==> config.mk <==
export PLATFORM = sky130hd
export DESIGN_NAME = lc3_prefetch_queue
export DESIGN_NICKNAME = d
export VERILOG_FILES = /design/src/rtl/lc3_prefetch_queue.sv
export SDC_FILE = /design/constraint.sdc
export NUM_CORES = 1
export LEC_CHECK = 0
export CAP_MARGIN = 25
export CORE_ASPECT_RATIO = 1.75
export CORE_MARGIN = 1.5
export CORE_UTILIZATION = 55
export CTS_BUF_LIST = sky130_fd_sc_hd__clkbuf_4
export CTS_CLUSTER_SIZE = 20
export DETAILED_ROUTE_END_ITERATION = 8
export PLACE_DENSITY = 0.79
export SYNTH_ARGS = -nofsm -noshare
export SYNTH_HDL_FRONTEND = slang
export SYNTH_SLANG_ARGS = --single-unit
==> constraint.sdc <==
create_clock -name clock -period 7.69 [get_ports clock]
set_clock_uncertainty 0.15 [all_clocks]
set_input_delay 1.9225 -clock clock [delete_from_list [all_inputs] [get_ports clock]]
set_output_delay 1.9225 -clock clock [all_outputs]
set_load 0.1 [all_outputs]
==> src/rtl/lc3_prefetch_queue.sv <==
// lc3_prefetch_queue
//   Instruction prefetch unit for the LC3 pipeline. Keeps up to DEPTH fetched
//   words (with their next-PC) in a circular queue, issues sequential reads to
//   the instruction memory, and redirects on br_taken. A read that is already
//   outstanding when a redirect arrives cannot be aborted, so it is drained
//   and its data dropped.
//
//   Optional build macro: LC3_PFQ_BYPASS_EN
//     When defined, a word returning on the current path while the queue is
//     empty is presented on instr/npc_out in the same cycle, and a same-cycle
//     enable_fetch consumes it without writing the queue.
//
//   Ports:
//     clock, reset       rising-edge clock, synchronous active-high reset
//     pc, instrmem_rd    memory read address / request (pc stable while high)
//     Instr_dout         memory read data
//     complete_instr     memory completion for the outstanding read
//     enable_fetch       consumer pop (effective only when instr_valid)
//     br_taken, taddr    redirect request and target
//     instr_valid        head entry valid
//     instr, npc_out     head instruction and its address + 1
//     count              occupied queue entries, 0..DEPTH
module lc3_prefetch_queue #(
  parameter int            DW       = 16,
  parameter int            AW       = 16,
  parameter int            DEPTH    = 4,
  parameter logic [AW-1:0] RESET_PC = 16'h3000
) (
  input  logic                   clock,
  input  logic                   reset,
  output logic [AW-1:0]          pc,
  output logic                   instrmem_rd,
  input  logic [DW-1:0]          Instr_dout,
  input  logic                   complete_instr,
  input  logic                   enable_fetch,
  input  logic                   br_taken,
  input  logic [AW-1:0]          taddr,
  output logic                   instr_valid,
  output logic [DW-1:0]          instr,
  output logic [AW-1:0]          npc_out,
  output logic [$clog2(DEPTH):0] count
);

  localparam int PW = $clog2(DEPTH);
  localparam int CW = PW + 1;
  localparam logic [CW-1:0] FULL = CW'(DEPTH);

  typedef enum logic [1:0] {IDLE = 2'd0, REQ = 2'd1, DRAIN = 2'd2} state_t;

  state_t        state;
  state_t        state_nxt;
  logic [AW-1:0] fetch_ptr;
  logic [AW-1:0] fetch_ptr_nxt;
  logic [AW-1:0] pc_nxt;
  logic [AW-1:0] pc_inc;
  logic [PW-1:0] head;
  logic [PW-1:0] tail;
  logic [CW-1:0] count_nxt;
  logic          cur_done;
  logic          bypass;
  logic          bypass_take;
  logic          push;
  logic          pop;
  logic [DW-1:0] q_instr [DEPTH];
  logic [AW-1:0] q_npc   [DEPTH];

  assign pc_inc = pc + AW'(1);

  // Queue push/pop decisions and next occupancy; a redirect overrides both.
  always_comb begin
    cur_done = (state == REQ) && complete_instr && !br_taken;
`ifdef LC3_PFQ_BYPASS_EN
    bypass = cur_done && (count == '0) && !reset;
`else
    bypass = 1'b0;
`endif
    bypass_take = bypass && enable_fetch;
    push = cur_done && !bypass_take;
    pop  = enable_fetch && (count != '0) && !br_taken;
    if (br_taken) begin
      count_nxt = '0;
    end else begin
      count_nxt = count + CW'(push) - CW'(pop);
    end
  end

  // FSM state register.
  always_ff @(posedge clock) begin
    if (reset) begin
      state <= IDLE;
    end else begin
      state <= state_nxt;
    end
  end

  // FSM next-state logic. Back-to-back requests continue only while the
  // queue will still have room after this cycle's push and pop.
  always_comb begin
    state_nxt = state;
    case (state)
      IDLE: begin
        if (br_taken || (count < FULL)) state_nxt = REQ;
        else                            state_nxt = IDLE;
      end
      REQ: begin
        if (complete_instr) begin
          if (br_taken || (count_nxt < FULL)) state_nxt = REQ;
          else                                state_nxt = IDLE;
        end else if (br_taken) begin
          state_nxt = DRAIN;
        end else begin
          state_nxt = REQ;
        end
      end
      DRAIN: begin
        if (complete_instr) state_nxt = REQ;
        else                state_nxt = DRAIN;
      end
      default: state_nxt = IDLE;
    endcase
  end

  // FSM outputs: a read is outstanding in both REQ and DRAIN.
  always_comb begin
    instrmem_rd = (state == REQ) || (state == DRAIN);
  end

  // Fetch pointer and request address. pc only moves when a new request
  // starts, so it stays stable across a stalled or draining read.
  always_comb begin
    if (br_taken) begin
      fetch_ptr_nxt = taddr;
    end else if (cur_done) begin
      fetch_ptr_nxt = pc_inc;
    end else begin
      fetch_ptr_nxt = fetch_ptr;
    end
    if ((state_nxt == REQ) && ((state != REQ) || complete_instr)) begin
      pc_nxt = fetch_ptr_nxt;
    end else begin
      pc_nxt = pc;
    end
  end

  // Address registers, queue pointers and occupancy.
  always_ff @(posedge clock) begin
    if (reset) begin
      pc        <= RESET_PC;
      fetch_ptr <= RESET_PC;
      head      <= '0;
      tail      <= '0;
      count     <= '0;
    end else begin
      pc        <= pc_nxt;
      fetch_ptr <= fetch_ptr_nxt;
      count     <= count_nxt;
      if (br_taken) begin
        head <= '0;
        tail <= '0;
      end else begin
        if (push) tail <= tail + PW'(1);
        if (pop)  head <= head + PW'(1);
      end
    end
  end

  // Queue storage; the next-PC is stored so the head needs no adder.
  always_ff @(posedge clock) begin
    if (!reset && push) begin
      q_instr[tail] <= Instr_dout;
      q_npc[tail]   <= pc_inc;
    end
  end

  // Head presentation; zeros when nothing is valid.
  always_comb begin
    if (bypass) begin
      instr_valid = 1'b1;
      instr       = Instr_dout;
      npc_out     = pc_inc;
    end else if (count != '0) begin
      instr_valid = 1'b1;
      instr       = q_instr[head];
      npc_out     = q_npc[head];
    end else begin
      instr_valid = 1'b0;
      instr       = '0;
      npc_out     = '0;
    end
  end

endmodule

==> results.txt, run 1 <==
- In this run the critical register-to-register path is captured at pc[12].
- Summing the sequential cell areas from Yosys gives 66.6% of the chip area.
- In the final design database the tool counted just over 600 nets.
- The critical path goes through clkdlybuf4s50_1, nand2_1, nor2_1, buf_4, inv_1, ha_1, inv_1, ha_1, fa_1, xor3_1, o21ai_2, a211oi_4, buf_4, nor3_1, a21oi_1.
- Most common cell after layout, fill and taps aside: edfxtp_1
* Clock root cell: clkbuf_4
- Slew at the pin with the worst max-slew slack: 1000 ps
- Residual DRC: 0
* Post CTS Setup Buffer Count: 0
* Die Area: 13600 sq um
- Area growth from synthesis to layout: 19.4%
- The worst path in the final design needs a cycle of 5720 ps, including I/O delays and setup.
* Most used cells in the layout excluding fill and tap cells: edfxtp_1, clkdlybuf4s50_1, dfxtp_1, nor2_1, nor2b_1
* Worst-path clk slew: 140 ps
* Top area cells in the synthesized netlist: edfxtp_1, dfxtp_1, mux4_2
- Post-route ant nets: 0
- Yosys top cell area share: between 50% and 60%
- Global routing finished with a remaining overflow of 0.
* Max-cap violations: 0
* Yosys reg bits: ~170
- Vias per std cell: 5.60
* Standby leakage power: 2.77 nW
* Maximum fanout count along the critical path: 22
* Floorplan die width: 88.7 microns
* Critical path required time: 8020 ps
- The number of failing hold endpoints at the final stage is 0.
- Counting every instance in the synthesized netlist gives 463.
* Final Cycle Share: 74.3%
* R2r setup slk: roughly 3300 ps
- Reg2reg start: state[1]
- Worst R2R Path Depth: 16
- Startpoint kind of the worst setup timing path: input pin
- For hold timing, the worst endpoint is tail[1].
* Area of placed instances: between 8000 and 9000 sq um
- Post-cts sizing count: 0
* Final setup vio count: 0
- Pwr Density: approximately 220 nW/um^2
* CTS tree: done
* Top delay family on crit path: buffers and inverters
* Initial core utilization: a little under three fifths
* Buffers added on ports: 89
- Count of flip-flops with a built-in enable after synthesis: between 100 and 150
* Setup repair after global routing missed its margin: false
* Pin count of the biggest net entering global routing: 42
* Count of H-tree levels built during CTS: 4
* Arrival time reported for the critical path endpoint: 6040 ps
- Via count: just over 4000
- The number of nets in the synthesized netlist is 512.
- After floorplanning, the core was sized to cover 12500 sq um.
- Prior to clock tree synthesis, the placed netlist has a worst setup slack of 1400 ps.
* Critical path class: in2reg
* Average cell area after synthesis: 15.2 sq um
* Number of global-route vias before repair: 4263
* Post-synth ARST share: 0%
- The min-delay analysis places its worst path in the category reg2reg.
- At the later pin of the worst-skew pair, clock insertion delay measures 550 ps.
* Routed length per placed instance: about 18 microns
- Post-synthesis instance area: 7060 sq um
- The count of pins over their slew limit came to 0.
* Share of final-layout standard cells stronger than drive strength 1: 15.6%
- Setup ws final: 1970 ps
- Cell with the largest stage delay on the worst path: a211oi_4
- Summed area of non-filler cells in the final layout: roughly 8400 sq um
* Library cell with the largest summed area after synthesis: edfxtp_1
- Kind of capture point of the worst setup path: register
* Hold wc startpoint: tail[1]
* Global placement routability congestion: between 0.7 and 0.8
* Post-layout total power: between 0.0015 and 0.002 W
- Hold Path Depth: 2
* Synth warnings: 0
- The tightest hold path in the finished design has a slack of 372 ps.
* I/O Pins: 90
- Yosys mapped the design onto 46 distinct sky130hd cell types.
- Counting both buffers and inverters, the worst setup path holds a total of 5.
- Number of sinks driven by the clock tree: 171
- Final-layout fill cell count: slightly below 900
* Iteration-0 DRC count of the detailed router: 285
- Setup total negative slack: 0 ps
- For this run, the leading register cell type out of synthesis is edfxtp_1.
- VDD sags by at most about 0.16 mV.
- Clock tree synthesis inserted a total of 17 buffers.
- First drt pass iteration count: 5
* Tightest slew margin relative to the limit: 33.0%
* Highest Clock Rate: 0.175 GHz
- Global routing used 21.7% of the available tracks across all layers.
* Initial antenna violation count: 1
- Number of rows created at floorplan: 54
- First-pass GRT wire length: 21.8 mm
* Outcome: completed
- Detailed placement ended at an HPWL of roughly 9 mm.
- Counting along the longest clock path gives a buffer depth of 2.
- Summed over all layers, the routed wires come to about 14 mm.
- Critical Path Max Stage Delay: around 860 ps
- Number of buffers added to fix hold violations after cts: 0
- The floorplan step set the die height to between 150 and 200 microns.
-- through the flow --
step           utilization (%)  instances
3_5_place_dp              65.1        707
3_3_place_gp              65.1        707
6_report                  67.4        740
4_1_cts                   67.4        739
2_1_floorplan                -        463
5_1_grt                   67.4        740
-- worst reg2reg max path, delay by kind of cell, from the launching register on --
kind | cells | cell delay [ps]
fa+ha+maj | 4 | 1090
compound gates | 3 | 1080
buf+inv | 5 | 760
simple gates | 3 | 550
flops | 1 | 360
xor+xnor | 1 | 330
-- registers in the layout (all words and copies together), names as in the netlist, named ones only --
register   count
head           2
fetch_ptr     16
state          2
tail           2
count          3
q_npc         64
pc            16
q_instr       64
-- layer usage --
layer / GRT usage, % / share of wire (%) / up-vias
li1: - / - / 1957
met1: 25.2 / 39 / 2060
met2: 38.1 / 57 / 112
met3: 5.40 / 4.0 / 13
met4: 7.22 / 0.92 / 0
met5: 0 / 0 / -
-- report_power, final --
group / switching [W] / internal [W]
sequential: 0.0000296 / 0.00102
combinational: 0.000211 / 0.0000847
clock: 0.000312 / 0.000197
total: 0.000552 / 0.00131
-- cell usage after synthesis, types with 8 or more instances --
cell	n
ha_1	11
edfxtp_1	128
nand2_1	24
inv_1	12
a21oi_1	12
xnor2_1	8
nor2b_1	34
a221oi_1	10
clkbuf_1	15
dfxtp_1	43
mux4_2	32
nor2_1	40
-- how the worst max path moves through the flow --
stage	start	end	slack, ps	cells past startpoint
3_3_place_gp	complete_instr	pc[11]	1540	15
6_report	complete_instr	pc[12]	1970	15
5_1_grt	complete_instr	pc[9]	1710	15
2_1_floorplan	count[0]	instr[0]	2770	3
3_5_place_dp	complete_instr	pc[11]	1400	15
4_1_cts	complete_instr	pc[12]	2030	15
-- cells by family (layout without fill, tap and decap cells) --
| kind of cell | Yosys count | count (layout) | share of synthesized area [%] |
|---|---|---|---|
| other | 0 | 1 | 0 |
| XOR/XNOR | 16 | 16 | 2.20 |
| multiplexers | 34 | 34 | 10.5 |
| buffers and inverters | 36 | 144 | 2.27 |
| adder cells (fa/ha/maj) | 12 | 12 | 2.23 |
| AO/OA/AOI/OAI | 51 | 51 | 5.56 |
| flip-flops | 171 | 171 | 66.6 |
| AND/OR/NAND/NOR | 143 | 143 | 10.6 |
-- final cells by class --
type | count | area [sq um] | area share (%)
inverters | 12 | 45.0 | 0.535
well taps | 168 | 210 | 2.49
clock inverters | 15 | 161 | 1.92
clock buffers | 17 | 128 | 1.51
flip-flops and latches | 171 | 4710 | 55.8
multi-input cells | 256 | 2200 | 26.1
diodes | 1 | 2.50 | 0.0297
repair buffers | 100 | 973 | 11.6
No activity file was read; power rests on OpenSTA's default activity.
==> run 2: changes to the inputs <==
--- a/config.mk
+++ b/config.mk
@@ -8,7 +8,7 @@
 export CAP_MARGIN = 25
 export CORE_ASPECT_RATIO = 1.75
 export CORE_MARGIN = 1.5
-export CORE_UTILIZATION = 55
+export CORE_UTILIZATION = 52
 export CTS_BUF_LIST = sky130_fd_sc_hd__clkbuf_4
 export CTS_CLUSTER_SIZE = 20
 export DETAILED_ROUTE_END_ITERATION = 8
==> constraint.sdc (replaced) <==
create_clock -name clock -period 5 [get_ports clock]
set_clock_uncertainty 0.15 [all_clocks]
set_input_delay 1.25 -clock clock [delete_from_list [all_inputs] [get_ports clock]]
set_output_delay 1.25 -clock clock [all_outputs]
set_load 0.1 [all_outputs]
==> run 2 against run 1 <==
  * Clock-buffer cell count increased by 2
  * Sequential share of layout area increased by 0.43 points
  * Register-to-register slack lost 1800 ps
  * Final area fell by 0.76%
  * Total power is 55% higher
  * Critical path type unchanged
  * Largest cell class unchanged
==> results.txt, run 2 (synthesis results as in run 1) <==
- After detailed routing, the number of remaining DRC violations is 0.
- The die covers around 14000 sq um.
- The number of antenna violations at the first check in global routing was 1.
- Die Height: 157 microns
* Floorplan die width: between 90 and 100 microns
- Across the run, the number of max-cap violations was 0.
- The count of pins over their slew limit is 0.
* Post-cts sizing count: 0
- Along the worst path, the maximum fanout reaches 30.
* Final setup vio count: 0
- Number of buffers created by CTS: 17
- The first TritonRoute pass finished after 4 iterations.
- Post-Route Utilization: 62.8%
* First-pass GRT wire length: 21.1 mm
* Iteration-0 DRC count of the detailed router: 264
* Tightest slew margin relative to the limit: 32.6%
* Via count: 4191
* Number of rows created at floorplan: 56
- The number of failing hold endpoints at the final stage came to 0.
- Critical path class: in2reg
- For this run the aggregate overflow at the end of global routing stands at 0.
* Final Routed Wirelength: approximately 13 mm
- Counting every sink on the clock net gives ~170.
* Worst-path clk slew: 140 ps
- Post-CTS timing repair inserted 0 buffers for setup.
- Placeable core region: 13300 sq um
* Hold WC Path Type: reg2reg
- Worst voltage drop across the vdd grid: 0.260 mV
- Clock root cell: clkbuf_4
* GRT Overall Usage: 19.4%
- Once detail routing completed, the nets flagged for antenna violations numbered 0.
- Number of placed instances, taps included: 712
- Kind of capture point of the worst setup path: register
- Outcome: completed
- Pwr Density: 343 nW/um^2
- For this design the static power due to leakage is roughly 2.8 nW.
- Data on the critical path arrives at its endpoint at between 4000 and 5000 ps.
- In the final layout, the registers with the most flip-flops are q_instr (64), q_npc (64).
* Highest Clock Rate: 0.243 GHz
- Time the worst path needs with I/O delays and setup: 4110 ps
- Total net switching power: 0.000846 W
- Worst-Skew Late Latency: 550 ps
- Startpoint kind of the worst setup timing path: input pin
- Number of buffers added to fix hold violations after cts: 0
- Final-layout fill cell count: 1007
- Final Cycle Share: 82.2%
* CTS tree: done
- Buffer levels on the longest clock path: 2
- Leaving out fill and tap cells, the most frequent cell in the layout is edfxtp_1.
- Portion of total power attributed to the clock network: 27.9%
- Count of H-tree levels built during CTS: 4
- Of the cells placed in the final design, the portion with a size suffix greater than 1 is between 20 and 25%.
- Most used cells in the layout excluding fill and tap cells: edfxtp_1, clkdlybuf4s50_1, dfxtp_1, buf_4, nor2_1
- Port buffering added between 80 and 90 buffers.
- Per report_power, the sequential group accounts for a little under three fifths of the total.
- Net switching is 29.5% of the power.
* Vias per std cell: roughly 5.6
- Critical path required time: 5280 ps
- Summed over all nets, the half-perimeter wirelength after detailed placement is roughly 8.8 mm.
- Entering global routing, the biggest net connects 37 pins.
- Slew at the pin with the worst max-slew slack: 1010 ps
- Internal: between 0.002 and 0.0025 W
- For this configuration, the core starts out at a cell density of between 50% and 60%.
- In the final routed layout, each cell accounts on average for 18.0 microns.
* Number of nets in the finished design: 606
- Global placement routability congestion: 0.838
- Pin placement for this block handled 90 I/O pins.
- After the flow finishes, the layout carries non-filler instances totaling 745.
- After routing, the total negative slack on setup checks comes to 0 ps.
- Setup repair after global routing missed its margin: false
- Area growth from synthesis to layout: 18.4%
* Combinational Power Share: 15.8%
- Number of global-route vias before repair: 4237
[run 2: changes by cell type in the layout (fill, tap and decap cells not counted), moves of 2 or more]
cell / previous run / this run
clkinvlp_4: 3 / 1
and3_2: 0 / 4
buf_4: 11 / 42
and3_1: 4 / 0
clkdlybuf4s50_1: 89 / 57
clkbuf_4: 17 / 19
clkinv_4: 3 / 5
[run 2: through the flow]
step	worst slack, ps	area [sq um]	power, W	hold WS (ps)
final	889	8360	0.00287	365
after global placement	469	8060	0.00208	335
after global routing	761	8360	0.00297	407
after detailed placement	334	8060	0.00210	352
after CTS	919	8360	0.00289	371
after floorplan	757	7060	0.00197	319
[run 2: metal layers]
metal | up-vias | global-route usage, % | wire length (microns)
met1 | 2088 | 23.0 | 5330
li1 | 1940 | - | -
met3 | 25 | 4.20 | 561
met5 | - | 0 | 0
met2 | 138 | 33.9 | 7170
met4 | 0 | 8.63 | 357
[run 2: worst paths after layout]
check | start | endpoint | slack, ps | depth (start not counted)
min | tail[1] | tail[1] | 370 | 2
min reg2reg | tail[1] | tail[1] | 370 | 2
max reg2reg | state[1] | pc[1] | 1490 | 15
max | complete_instr | pc[1] | 890 | 14
[run 2: final cells by class]
cell class	instances	area (sq um)	area share, %
Timing Repair Buffer	99	886	10.6
Antenna cell	1	2.50	0.0299
Inverter	12	45.0	0.539
Sequential cell	171	4710	56.3
Tap cell	174	218	2.60
Multi-Input combinational cell	256	2210	26.4
Clock inverter	13	158	1.89
Clock buffer	19	143	1.71
[run 2: power groups by stage]
| stage | registers, W | logic, W | clock network (W) |
|---|---|---|---|
| after floorplan | 0.00177 | 0.000203 | 0 |
| after global placement | 0.00165 | 0.000439 | 0 |
| after detailed placement | 0.00165 | 0.000451 | 0 |
| after CTS | 0.00162 | 0.000453 | 0.000817 |
| after global routing | 0.00162 | 0.000477 | 0.000870 |
| final | 0.00162 | 0.000453 | 0.000801 |
[run 2: critical path: stages]
cell	delay, ps
clkdlybuf4s50_1	590
nand2_1	100
nor2_1	130
inv_1	100
ha_1	280
inv_1	40
ha_1	190
fa_1	380
xor3_1	330
o21ai_2	90
a211oi_4	230
buf_4	350
mux2i_1	250
nor2_1	50
